<file path="src/rtl/cpu_pkg.sv">
// cpu_pkg: shared ALU opcodes, mul/div op codes and sequencer state encoding.
package cpu_pkg;
  localparam logic [4:0] ALU_ADD  = 5'b00000;
  localparam logic [4:0] ALU_NOP  = 5'b00001;
  localparam logic [4:0] ALU_SUB  = 5'b00010;
  localparam logic [4:0] ALU_AND  = 5'b00011;
  localparam logic [4:0] ALU_OR   = 5'b00100;
  localparam logic [4:0] ALU_XOR  = 5'b00101;
  localparam logic [4:0] ALU_SLL  = 5'b00110;
  localparam logic [4:0] ALU_SRL  = 5'b00111;
  localparam logic [4:0] ALU_SRA  = 5'b01000;
  localparam logic [4:0] ALU_SLT  = 5'b01001;
  localparam logic [4:0] ALU_SLTU = 5'b01010;
  localparam logic [1:0] MD_MUL   = 2'b00;
  localparam logic [1:0] MD_MULHU = 2'b01;
  localparam logic [1:0] MD_DIVU  = 2'b10;
  localparam logic [1:0] MD_REMU  = 2'b11;
  typedef enum logic [1:0] {S_IDLE = 2'd0, S_RUN = 2'd1, S_DONE = 2'd2} md_state_e;
endpackage

</file>
<file path="src/rtl/muldiv_step.sv">
// muldiv_step: one shift-add multiply or restoring divide iteration using the shared ALU.
module muldiv_step
  import cpu_pkg::*;
(
  input  logic        i_run,
  input  logic [1:0]  i_op,
  input  logic [31:0] i_hi,
  input  logic [31:0] i_lo,
  input  logic [31:0] i_b,
  input  logic [31:0] i_alu_result,
  output logic [4:0]  o_alu_op,
  output logic [31:0] o_alu_in1,
  output logic [31:0] o_alu_in2,
  output logic [31:0] o_hi_nxt,
  output logic [31:0] o_lo_nxt
);
  logic        w_div;
  logic        w_carry;
  logic        w_ge;
  logic [31:0] w_rs;
  logic [31:0] w_sum;
  assign w_div   = i_op[1];
  assign w_rs    = {i_hi[30:0], i_lo[31]};
  // hi[31] is the 33rd remainder bit: when set the shifted remainder always exceeds B
  assign w_ge    = i_hi[31] | (w_rs >= i_b);
  assign w_carry = i_lo[0] & (i_alu_result < i_hi);
  assign w_sum   = i_lo[0] ? i_alu_result : i_hi;
  always_comb begin
    o_alu_op  = !i_run ? ALU_NOP : w_div ? ALU_SUB : ALU_ADD;
    o_alu_in1 = !i_run ? '0 : w_div ? w_rs : i_hi;
    o_alu_in2 = i_run ? i_b : '0;
    o_hi_nxt  = w_div ? (w_ge ? i_alu_result : w_rs) : {w_carry, w_sum[31:1]};
    o_lo_nxt  = w_div ? {i_lo[30:0], w_ge} : {w_sum[0], i_lo[31:1]};
  end
endmodule

</file>
<file path="src/rtl/muldiv_seq.sv">
// muldiv_seq: iterative unsigned MUL/MULHU/DIVU/REMU sequencer driving the shared EX-stage ALU.
module muldiv_seq
  import cpu_pkg::*;
#(
  parameter int XLEN = 32,
  parameter int ITER = 32
) (
  input  logic            clk,
  input  logic            rst_n,
  input  logic            start,
  input  logic [1:0]      op,
  input  logic [XLEN-1:0] src_a,
  input  logic [XLEN-1:0] src_b,
  input  logic            flush,
  output logic            busy,
  output logic            done,
  output logic [XLEN-1:0] result,
  output logic [4:0]      alu_op,
  output logic [XLEN-1:0] alu_in1,
  output logic [XLEN-1:0] alu_in2,
  input  logic [XLEN-1:0] alu_result
);
  localparam int CW = $clog2(ITER) + 1;
  md_state_e       r_state;
  md_state_e       w_state_nxt;
  logic [CW-1:0]   r_cnt;
  logic [XLEN-1:0] r_hi;
  logic [XLEN-1:0] r_lo;
  logic [XLEN-1:0] r_b;
  logic [1:0]      r_op;
  logic [XLEN-1:0] r_result;
  logic            r_done;
  logic            w_run;
  logic            w_accept;
  logic            w_last;
  logic [XLEN-1:0] w_hi_nxt;
  logic [XLEN-1:0] w_lo_nxt;
  assign w_run    = r_state == S_RUN;
  assign w_accept = r_state == S_IDLE && start && !flush;
  assign w_last   = w_run && r_cnt == CW'(ITER - 1) && !flush;
  muldiv_step u_step (
    .i_run       (w_run),
    .i_op        (r_op),
    .i_hi        (r_hi),
    .i_lo        (r_lo),
    .i_b         (r_b),
    .i_alu_result(alu_result),
    .o_alu_op    (alu_op),
    .o_alu_in1   (alu_in1),
    .o_alu_in2   (alu_in2),
    .o_hi_nxt    (w_hi_nxt),
    .o_lo_nxt    (w_lo_nxt)
  );
  always_ff @(posedge clk or negedge rst_n) begin
    if (!rst_n) r_state <= S_IDLE;
    else        r_state <= w_state_nxt;
  end
  always_comb begin
    w_state_nxt = S_IDLE;
    if (!flush)
      w_state_nxt = r_state == S_IDLE ? (start ? S_RUN : S_IDLE) :
                    w_run ? (w_last ? S_DONE : S_RUN) : S_IDLE;
  end
  always_ff @(posedge clk or negedge rst_n) begin
    if (!rst_n) begin
      r_cnt    <= '0;
      r_hi     <= '0;
      r_lo     <= '0;
      r_b      <= '0;
      r_op     <= '0;
      r_result <= '0;
      r_done   <= 1'b0;
    end else begin
      r_done <= w_state_nxt == S_DONE;
      if (w_accept) begin
        r_op  <= op;
        r_b   <= src_b;
        r_hi  <= '0;
        r_lo  <= src_a;
        r_cnt <= '0;
      end else if (w_run) begin
        r_hi  <= w_hi_nxt;
        r_lo  <= w_lo_nxt;
        r_cnt <= r_cnt + 1'b1;
      end
      // op[0] selects the high half (MULHU) or remainder (REMU)
      if (w_last) r_result <= r_op[0] ? w_hi_nxt : w_lo_nxt;
    end
  end
  assign busy   = r_state != S_IDLE;
  assign done   = r_done;
  assign result = r_result;
endmodule

</file>
<file path="config.mk">
export PLATFORM = sky130hd
export DESIGN_NAME = muldiv_seq
export DESIGN_NICKNAME = d
export VERILOG_FILES = /design/src/rtl/cpu_pkg.sv /design/src/rtl/muldiv_step.sv /design/src/rtl/muldiv_seq.sv
export SDC_FILE = /design/constraint.sdc
export NUM_CORES = 1
export LEC_CHECK = 0
export ABC_AREA = 0
export CAP_MARGIN = 20
export CORE_MARGIN = 2
export CORE_UTILIZATION = 35
export CTS_CLUSTER_SIZE = 24
export DETAILED_ROUTE_END_ITERATION = 8
export PLACE_DENSITY_LB_ADDON = 0.12
export SLEW_MARGIN = 40
export SYNTH_ARGS = -nofsm -noshare
export SYNTH_HDL_FRONTEND = slang
export SYNTH_SLANG_ARGS = --single-unit
</file>
<file path="constraint.sdc">
create_clock -name clk -period 2.8 [get_ports clk]
set_input_delay 0.7 -clock clk [delete_from_list [all_inputs] [get_ports clk]]
set_output_delay 0.7 -clock clk [all_outputs]
set_load 0.05 [all_outputs]
</file>
==> results of run 1 <==
==> layout make-up <==
cell class                      instances  area (sq um)  share of cell area, %
Tap cell                              330           413                   3.00
Inverter                               70           268                   1.95
Antenna cell                            1          2.50                 0.0182
Clock inverter                         13           144                   1.05
Multi-Input combinational cell        722          5520                   40.2
Sequential cell                       139          3480                   25.3
Timing Repair Buffer                  288          3480                   25.3
Clock buffer                           19           433                   3.15
==> synthesized netlist by cell type, drive strengths merged (4+ instances only) <==
cell type  number
nand4          11
nor2          107
nand2b          4
ha             64
o221ai         32
a31oi          32
nand3           7
a221o          30
a21oi          25
mux2i         125
nand2          66
dfrtp         139
nor3           35
buf            18
inv            70
o21ai         140
clkbuf         58
==> registers in the layout, indices dropped and copies added, names as in the netlist <==
register  cells
r_op          2
r_lo         32
result       32
done          1
r_cnt         6
r_b          32
r_state       2
r_hi         32
==> kinds of logic after synthesis <==
| kind of cell | after synthesis | synth area share, % |
|---|---|---|
| flip-flops | 139 | 38.6 |
| multiplexers | 125 | 13.9 |
| adder cells (fa/ha/maj) | 64 | 8.88 |
| buffers and inverters | 146 | 6.46 |
| XOR/XNOR | 3 | 0.291 |
| AND/OR/NAND/NOR | 249 | 12.0 |
| AO/OA/AOI/OAI | 278 | 19.9 |
| other | 1 | 0.0416 |
==> through the flow <==
step | total power, mW | instance area [sq um] | TNS [ns] | util, %
floorplan | 6.66 | 9110 | -0.692 | -
global placement | 9.33 | 12600 | -3.44 | 50.0
detailed placement | 9.41 | 12600 | -5.34 | 50.0
CTS | 12.4 | 13500 | -2.98 | 53.3
global route | 13.6 | 13700 | -13.54 | 54.4
finish | 12.9 | 13700 | -6.80 | 54.4
==> path summary, 6_finish.rpt <==
check	endpoint	slack, ns	cells after the start
worst max-delay path	result[5]	-0.15	11
worst min-delay path	r_lo[12]	0.19	1
worst max register to register	result[5]	-0.15	11
worst min register to register	result[31]	0.50	2
max in group asynchronous	r_op[1]	1.93	2
min in group clk	result[31]	0.50	2
==> power groups by stage <==
stage                     Clock [mW]  Sequential, mW  Combinational, mW
final                           2.27            3.11               7.48
after global routing            2.39            3.16               8.06
after CTS                       2.32            3.09               6.95
after detailed placement           0            3.11               6.30
after global placement             0            3.11               6.23
after floorplan                    0            2.97               3.68
==> layer usage <==
metal / GRT usage, % / wire [microns] / vias up / share of wire (%)
met5: 0 / 0 / - / 0
met4: 8.46 / 825 / 0 / 2.5
met3: 4.72 / 1870 / 46 / 5.8
met2: 41.1 / 16300 / 302 / 50
met1: 31.0 / 13500 / 4246 / 42
li1: - / - / 4118 / -
==> repair_timing <==
action	CTS	global route
buffers inserted	1	2
hold buffers	0	0
cloned	1	0
pin swaps	10	13
setup endpoints to repair	64	68
gates resized for setup	41	47
==> out/results.ini, run 1 <==
[detailed_routing]
drt-pass1-iter-count=5
avgRoutedWirePerCell_microns=20.6
drt.antenna.violating_nets=0
num_vias=8712
postRouteWirelength_microns=32500
count_of_routing_violations_after_the_opening_detailed_route_iteration=652
vias_per_cell=5.51
drc=0

[clock_network]
tritoncts_clock_tree=built
cts-buffers-inserted=17
ctsHtreeMaxLevel=4
cts.sink_count=139
worst_skew_pair.late_latency_ns=0.43
cts.reportedPaths.clkPinSlew_ns=0.07
cts.path.max_buffers=2
clk_root_buffer_cell=clkbuf_16

[logic_synthesis]
synthesis.area_per_instance_sq_um=8.98
synth_seq_cells=139
async_sr_flop_fraction_pct=100
yosysTopAreaCell=dfrtp_1
postSynthCellCount=1005
synth_cell_types=52
synth_seq_area_share_pct=38.6
syn-cell-area_sq_mm=0.00902
postSynth.topFlopCell=dfrtp_1
yosys_warnings=0
post_synth_main_area_contributors=dfrtp_1 39%, mux2i_1 14%, ha_1 8.9%, nor2_1 4.5%, o21ai_0 4.3%
share_of_the_synthesized_area_in_the_top_cell_type_pct=38.6
synth_enable_flop_cells=0

[floorplanning]
number_of_primary_i_o_pins=205
die-area_sq_mm=0.0271
die_width_microns=165
die-height_microns=165
initial_utilization_pct=35.7
floorplan.rows=58
core-area_sq_mm=0.0253

[power_and_ir_drop]
largest_voltage_drop_on_the_vdd_net_mv=0.612
power.net_switching_mw=5.41
share_comb_of_total_power_pct=58.2
clockPowerShare_pct=17.6
powerDensity_mw_per_mm2=936
internal-power_mw=7.45
pwr-share-seq_pct=24.2
switching_share_pct=42.1
power_leakage_nw=5.75

[setup_path]
cp_top_family=simple AND/OR/NAND/NOR gates
worst_setup_sp=r_hi[4]
cp.arrival_ns=3.24
critPathMaxFanout=8
worstPathCellList=ha_4 > nand2_1 > or4_4 > a221oi_2 > or3_4 > nor3_4 > o311ai_4 > buf_12 > buf_12 > mux2i_4 > o21ai_1
crit_required_ns=3.09
critical-path-top-cell-by-count=buf_12
timing.rr.start=r_hi[4]
cp_num_buf_inv=2
critical_path.max_stage_delay_ns=0.54
crit_path_top_delay_cell=or4_4
kind_of_start_point_of_the_critical_path=flop
crit_path_end_kind=flop
criticalPathCategory=reg2reg

[sta]
fin_worst_hold_slack_ns=0.194
maxSlewHeadroom_pct=42.0
fin_crit_sh_pct=105
fmax_mhz=339
fin_skew_ns=0.0115
timing_worst_slew_pin_value_ns=0.870
report.final.slew_viol_count=0
report.final.hold_viol_count=0
setup-violations-final=64
worst_slack_ns=-0.151
period_needed_ns=2.95
grt_setup_unrepaired=yes

[layout]
drive_gt1_share_pct=22.3
final_common_cell=dfrtp_1
post_layout_nonfiller_instances=1582
final_cell_mix=137 x dfrtp_1, 134 x clkdlybuf4s50_1, 95 x mux2i_1
area_delta_synth_final_pct=52.4
nFillCells=2290
design.final.nets=1404

[global_route]
grt.total_usage_pct=24.3
wire_length_of_the_first_global_routing_pass_microns=50400
globalRoute.totalOverflow=0
grt_start_max_net_pins=104
first_global_vias=8833
grt_antenna_before_repair=1

[place]
place_inst=1546
gp_congestion=0.819
placement.io_buffers=201
place_ws_ns=-0.156
total_half_perimeter_wirelength_after_legalization_and_detailed_placement_microns=23600

[min_path]
worst_hold_path_type=in2async

[job]
max_cap_violations=0

[outcome]
outcome=finished, violations left
failed_checks=negative setup slack

Note: power is estimated with default switching activity, not from simulation.
==> inputs of run 2 (changes only) <==
MAX_ROUTING_LAYER = met4   (was default)
==> run 2 against run 1 <==
Net effect:
- the run still ends with negative setup slack left
- routed wire length increased by 0.16%
- core utilization unchanged
- via count decreased by 0.11%
- cell count did not move
- clock-buffer cell count unchanged
- non-clock buffer count unchanged
- combinational power barely moved
- maximum frequency grew 0.10%
- largest cell class unchanged
- highest routed layer unchanged
==> out/results.ini, run 2 (synthesis results as in run 1) <==
[global_route]
grt_antenna_before_repair=1
grt_start_max_net_pins=104
first_global_vias=8816
grt.total_usage_pct=25.1
wire_length_of_the_first_global_routing_pass_microns=50400
globalRoute.totalOverflow=0

[detailed_routing]
drt.antenna.violating_nets=0
drt-pass1-iter-count=6
postRouteWirelength_microns=32600
count_of_routing_violations_after_the_opening_detailed_route_iteration=660
drc=0
vias_per_cell=5.50
num_vias=8702
avgRoutedWirePerCell_microns=20.6

[setup_path]
criticalPathCategory=reg2reg
crit_path_end_kind=flop
r2r_slack_ns=-0.15
critPathMaxFanout=8
kind_of_start_point_of_the_critical_path=flop
cp.arrival_ns=3.24
crit_required_ns=3.10

[layout]
design.final.nets=1404
drive_gt1_share_pct=22.3
area_delta_synth_final_pct=52.4
final_cell_area_excluding_filler_cells_sq_mm=0.0137
final_common_cell=dfrtp_1
final_cell_mix=137 x dfrtp_1, 134 x clkdlybuf4s50_1, 95 x mux2i_1

[floorplanning]
die-area_sq_mm=0.0271
die-height_microns=165
number_of_primary_i_o_pins=205
core-area_sq_mm=0.0253
initial_utilization_pct=35.7
floorplan.rows=58
die_width_microns=165

[sta]
report.final.hold_viol_count=0
maxSlewHeadroom_pct=42.7
setup-violations-final=64
fin_skew_ns=0.0115
timing_worst_slew_pin_value_ns=0.860
grt_setup_unrepaired=yes
fmax_mhz=339
worst_slack_ns=-0.148
finalSetupTns_ns=-6.26
period_needed_ns=2.95
report.final.slew_viol_count=0
fin_worst_hold_slack_ns=0.194
fin_crit_sh_pct=105

[clock_network]
cts.sink_count=139
tritoncts_clock_tree=built
worst_skew_pair.late_latency_ns=0.43
cts.path.max_buffers=2
cts.reportedPaths.clkPinSlew_ns=0.07
ctsHtreeMaxLevel=4
cts-buffers-inserted=17
clk_root_buffer_cell=clkbuf_16
cts.hold.buffers_added=0

[power_and_ir_drop]
powerDensity_mw_per_mm2=936
power_leakage_nw=5.75
largest_voltage_drop_on_the_vdd_net_mv=0.615

[job]
max_cap_violations=0

[place]
place_ws_ns=-0.156
total_half_perimeter_wirelength_after_legalization_and_detailed_placement_microns=23600
post_dp_cell_area_sq_mm=0.0126
gp_congestion=0.831
placement.io_buffers=201

[outcome]
outcome=finished, violations left
failed_checks=negative setup slack

[min_path]
worst_hold_path_type=in2async

[run 2: final timing paths]
path | startpoint | end | cells after the start
setup reg to reg | r_hi[12] | result[5] | 11
max in group asynchronous | rst_n | r_op[1] | 2
hold / removal | rst_n | r_lo[12] | 1
hold reg to reg | result[31] | result[31] | 2
min in group clk | result[31] | result[31] | 2
setup / recovery | r_hi[12] | result[5] | 11
[run 2: repair_timing]
item                       in CTS  in global routing
setup endpoints to repair      64                 68
resized for setup              41                 47
pin swaps                      10                 13
setup buffers                   1                  2
cloned                          1                  0
[run 2: cell type report]
type	instances	area, sq um
inverters	70	268
fillers	2290	11500
clock inverters	13	144
multi-input cells	722	5520
repair buffers	288	3480
diodes	1	2.50
clock buffers	19	433
well taps	330	413
flip-flops and latches	139	3480
[run 2: per-layer routing]
layer | vias to the layer above | track usage [%] | wire length, microns
met3 | 54 | 4.39 | 2040
met5 | - | - | 0
li1 | 4111 | - | -
met4 | 0 | 8.46 | 860
met1 | 4214 | 31.5 | 13400
met2 | 323 | 40.9 | 16200
[run 2: metrics by stage]
step                      cells  total power, mW  utilization [%]
after detailed placement   1546             9.41             50.0
after floorplan            1007             6.66                -
after CTS                  1580             12.4             53.3
final                      1582             12.9             54.4
after global placement     1546             9.33             50.0
after global routing       1582             13.6             54.4
[run 2: worst max-delay path, stage by stage, from the launching register on]
cell and delay, ns:
dfrtp_1 0.41, ha_4 0.28, nand4_1 0.12, or4_4 0.54
a221oi_2 0.19, or3_4 0.17, nor3_4 0.04, o311ai_4 0.36
buf_12 0.19, buf_12 0.17, mux2i_4 0.26, o21ai_1 0.09
[run 2: report_power, final]
| group | leakage [nW] | internal [mW] | switching [mW] |
|---|---|---|---|
| Clock | 0.270 | 1.32 | 0.955 |
| Combinational | 3.68 | 3.63 | 3.86 |
| Sequential | 1.80 | 2.51 | 0.606 |
==> inputs of run 3 (changes only) <==
SKIP_LAST_GASP = 1   (was default)
==> run 3 against run 2 <==
Net effect:
- clock power is essentially flat
- largest cell class unchanged
- via count decreased by 0.32%
- global-route usage is essentially flat
- power shrank 0.14%
- sequential cell count is the same
- highest routed layer unchanged
- worst setup slack gained 0.0080 ns
- non-clock buffer count stayed put
- the flow still finishes with violations (negative setup slack)
- routed wire length about the same
- sequential share of layout area hardly changed
==> out/results.ini, run 3 (synthesis results as in run 1) <==
[clock_network]
worst_skew_pair.late_latency_ns=0.43
cts.reportedPaths.clkPinSlew_ns=0.07
clk_root_buffer_cell=clkbuf_16
ctsHtreeMaxLevel=4
tritoncts_clock_tree=built
cts-buffers-inserted=17
cts.path.max_buffers=2
cts.sink_count=139

[power_and_ir_drop]
largest_voltage_drop_on_the_vdd_net_mv=0.604
powerDensity_mw_per_mm2=935
power_leakage_nw=5.75
overall_power_of_the_completed_layout_mw=12.9

[setup_path]
cp.arrival_ns=3.24
cp_num_buf_inv=2
crit_path_end_kind=flop
crit_path_top_delay_cell=or4_4
critical-path-top-cell-by-count=buf_12
critPathMaxFanout=8
kind_of_start_point_of_the_critical_path=flop
worstPathCellList=ha_4 > nand4_1 > or4_4 > a221oi_2 > or3_4 > nor3_4 > o311ai_4 > buf_12 > buf_12 > mux2i_4 > o21ai_1
critical_path.max_stage_delay_ns=0.54
r2r_slack_ns=-0.14
crit_required_ns=3.10
criticalPathCategory=reg2reg
cp_top_family=simple AND/OR/NAND/NOR gates

[layout]
multiInputGateArea_sq_mm=0.00552
design.final.nets=1404
sequential_cell_area_sq_mm=0.00348
nFillCells=2285
drive_gt1_share_pct=22.3
final_cell_area_excluding_filler_cells_sq_mm=0.0137
area_delta_synth_final_pct=52.3
final_cell_mix=137 x dfrtp_1, 134 x clkdlybuf4s50_1, 95 x mux2i_1
post_layout_nonfiller_instances=1582
final_common_cell=dfrtp_1

[sta]
timing_worst_slew_pin_value_ns=0.879
fmax_mhz=340
period_needed_ns=2.94
grt_setup_unrepaired=yes
setup-violations-final=64
fin_crit_sh_pct=105
report.final.slew_viol_count=0
maxSlewHeadroom_pct=41.4
fin_skew_ns=0.0118
worst_slack_ns=-0.140
report.final.hold_viol_count=0

[place]
gp_congestion=0.831
total_half_perimeter_wirelength_after_legalization_and_detailed_placement_microns=23600
place_inst=1546
placement.io_buffers=201
post_dp_cell_area_sq_mm=0.0126

[floorplanning]
floorplan.rows=58
die_width_microns=165
number_of_primary_i_o_pins=205
core-area_sq_mm=0.0253
initial_utilization_pct=35.7
die-area_sq_mm=0.0271
die-height_microns=165

[detailed_routing]
drt.antenna.violating_nets=0
avgRoutedWirePerCell_microns=20.6
num_vias=8674
vias_per_cell=5.48
drc=0
count_of_routing_violations_after_the_opening_detailed_route_iteration=642
postRouteWirelength_microns=32600
drt-pass1-iter-count=5

[outcome]
outcome=finished, violations left
failed_checks=negative setup slack

[global_route]
grt_antenna_before_repair=1
globalRoute.totalOverflow=0
grt.total_usage_pct=25.1
first_global_vias=8829
grt_start_max_net_pins=104
wire_length_of_the_first_global_routing_pass_microns=50400

[min_path]
worst_hold_path_type=in2async

[job]
max_cap_violations=0

run 3: cell counts in the layout (fill, tap and decap cells not counted):
No cell type changed its count.
run 3: cell type report:
cell class | count | share of cell area (%)
multi-input combinational | 722 | 40.2
sequential | 139 | 25.4
clock inverter | 13 | 1.05
antenna | 1 | 0.0182
clock buffer | 19 | 3.15
tap | 330 | 3.01
inverter | 70 | 1.95
timing repair buffer | 288 | 25.3
run 3: routing by layer:
metal	wire length (microns)	GRT usage, %	share of wire [%]
met5	0	-	0
met4	944	8.46	2.9
met3	1980	4.39	6.1
met2	16200	40.9	50
met1	13500	31.5	41
run 3: report_power, final:
| part | internal, mW | total [mW] | leakage, nW | switching (mW) |
|---|---|---|---|---|
| Sequential | 2.51 | 3.11 | 1.80 | 0.607 |
| Clock | 1.32 | 2.28 | 0.270 | 0.957 |
| Combinational | 3.62 | 7.46 | 3.68 | 3.85 |
run 3: repair_timing:
| action | CTS | global route |
|---|---|---|
| setup buffers | 1 | 2 |
| pin swaps | 10 | 12 |
| gates resized for setup | 40 | 46 |
| setup endpoints to repair | 64 | 68 |
| gates cloned | 1 | 0 |
| hold buffers | 0 | 0 |
run 3: path summary, 6_finish.rpt:
| check | depth (start not counted) | startpoint | to |
|---|---|---|---|
| worst max-delay path | 11 | r_hi[12] | result[5] |
| worst min-delay path | 1 | rst_n | r_lo[12] |
| worst max register to register | 11 | r_hi[12] | result[5] |
| worst min register to register | 2 | result[31] | result[31] |
| max in group asynchronous | 2 | rst_n | r_op[1] |
| min in group clk | 2 | result[31] | result[31] |
run 3: per-stage QoR:
| step | util (%) | setup WS, ns | setup TNS [ns] | hold WS, ns |
|---|---|---|---|---|
| after floorplan | - | -0.0769 | -0.692 | 0.404 |
| after global placement | 50.0 | -0.120 | -3.44 | 0.495 |
| after detailed placement | 50.0 | -0.156 | -5.34 | 0.484 |
| after CTS | 53.3 | -0.0967 | -2.98 | 0.210 |
| after global routing | 54.4 | -0.252 | -13.65 | 0.224 |
| final | 54.4 | -0.140 | -5.95 | 0.190 |
run 3: worst reg2reg max path, delay by kind of cell, from the launching register on:
kind | cells | cell delay, ns
AO/OA/AOI/OAI | 3 | 0.63
adder cells (fa/ha/maj) | 1 | 0.28
buffers and inverters | 2 | 0.36
flip-flops | 1 | 0.41
multiplexers | 1 | 0.26
AND/OR/NAND/NOR | 4 | 0.88
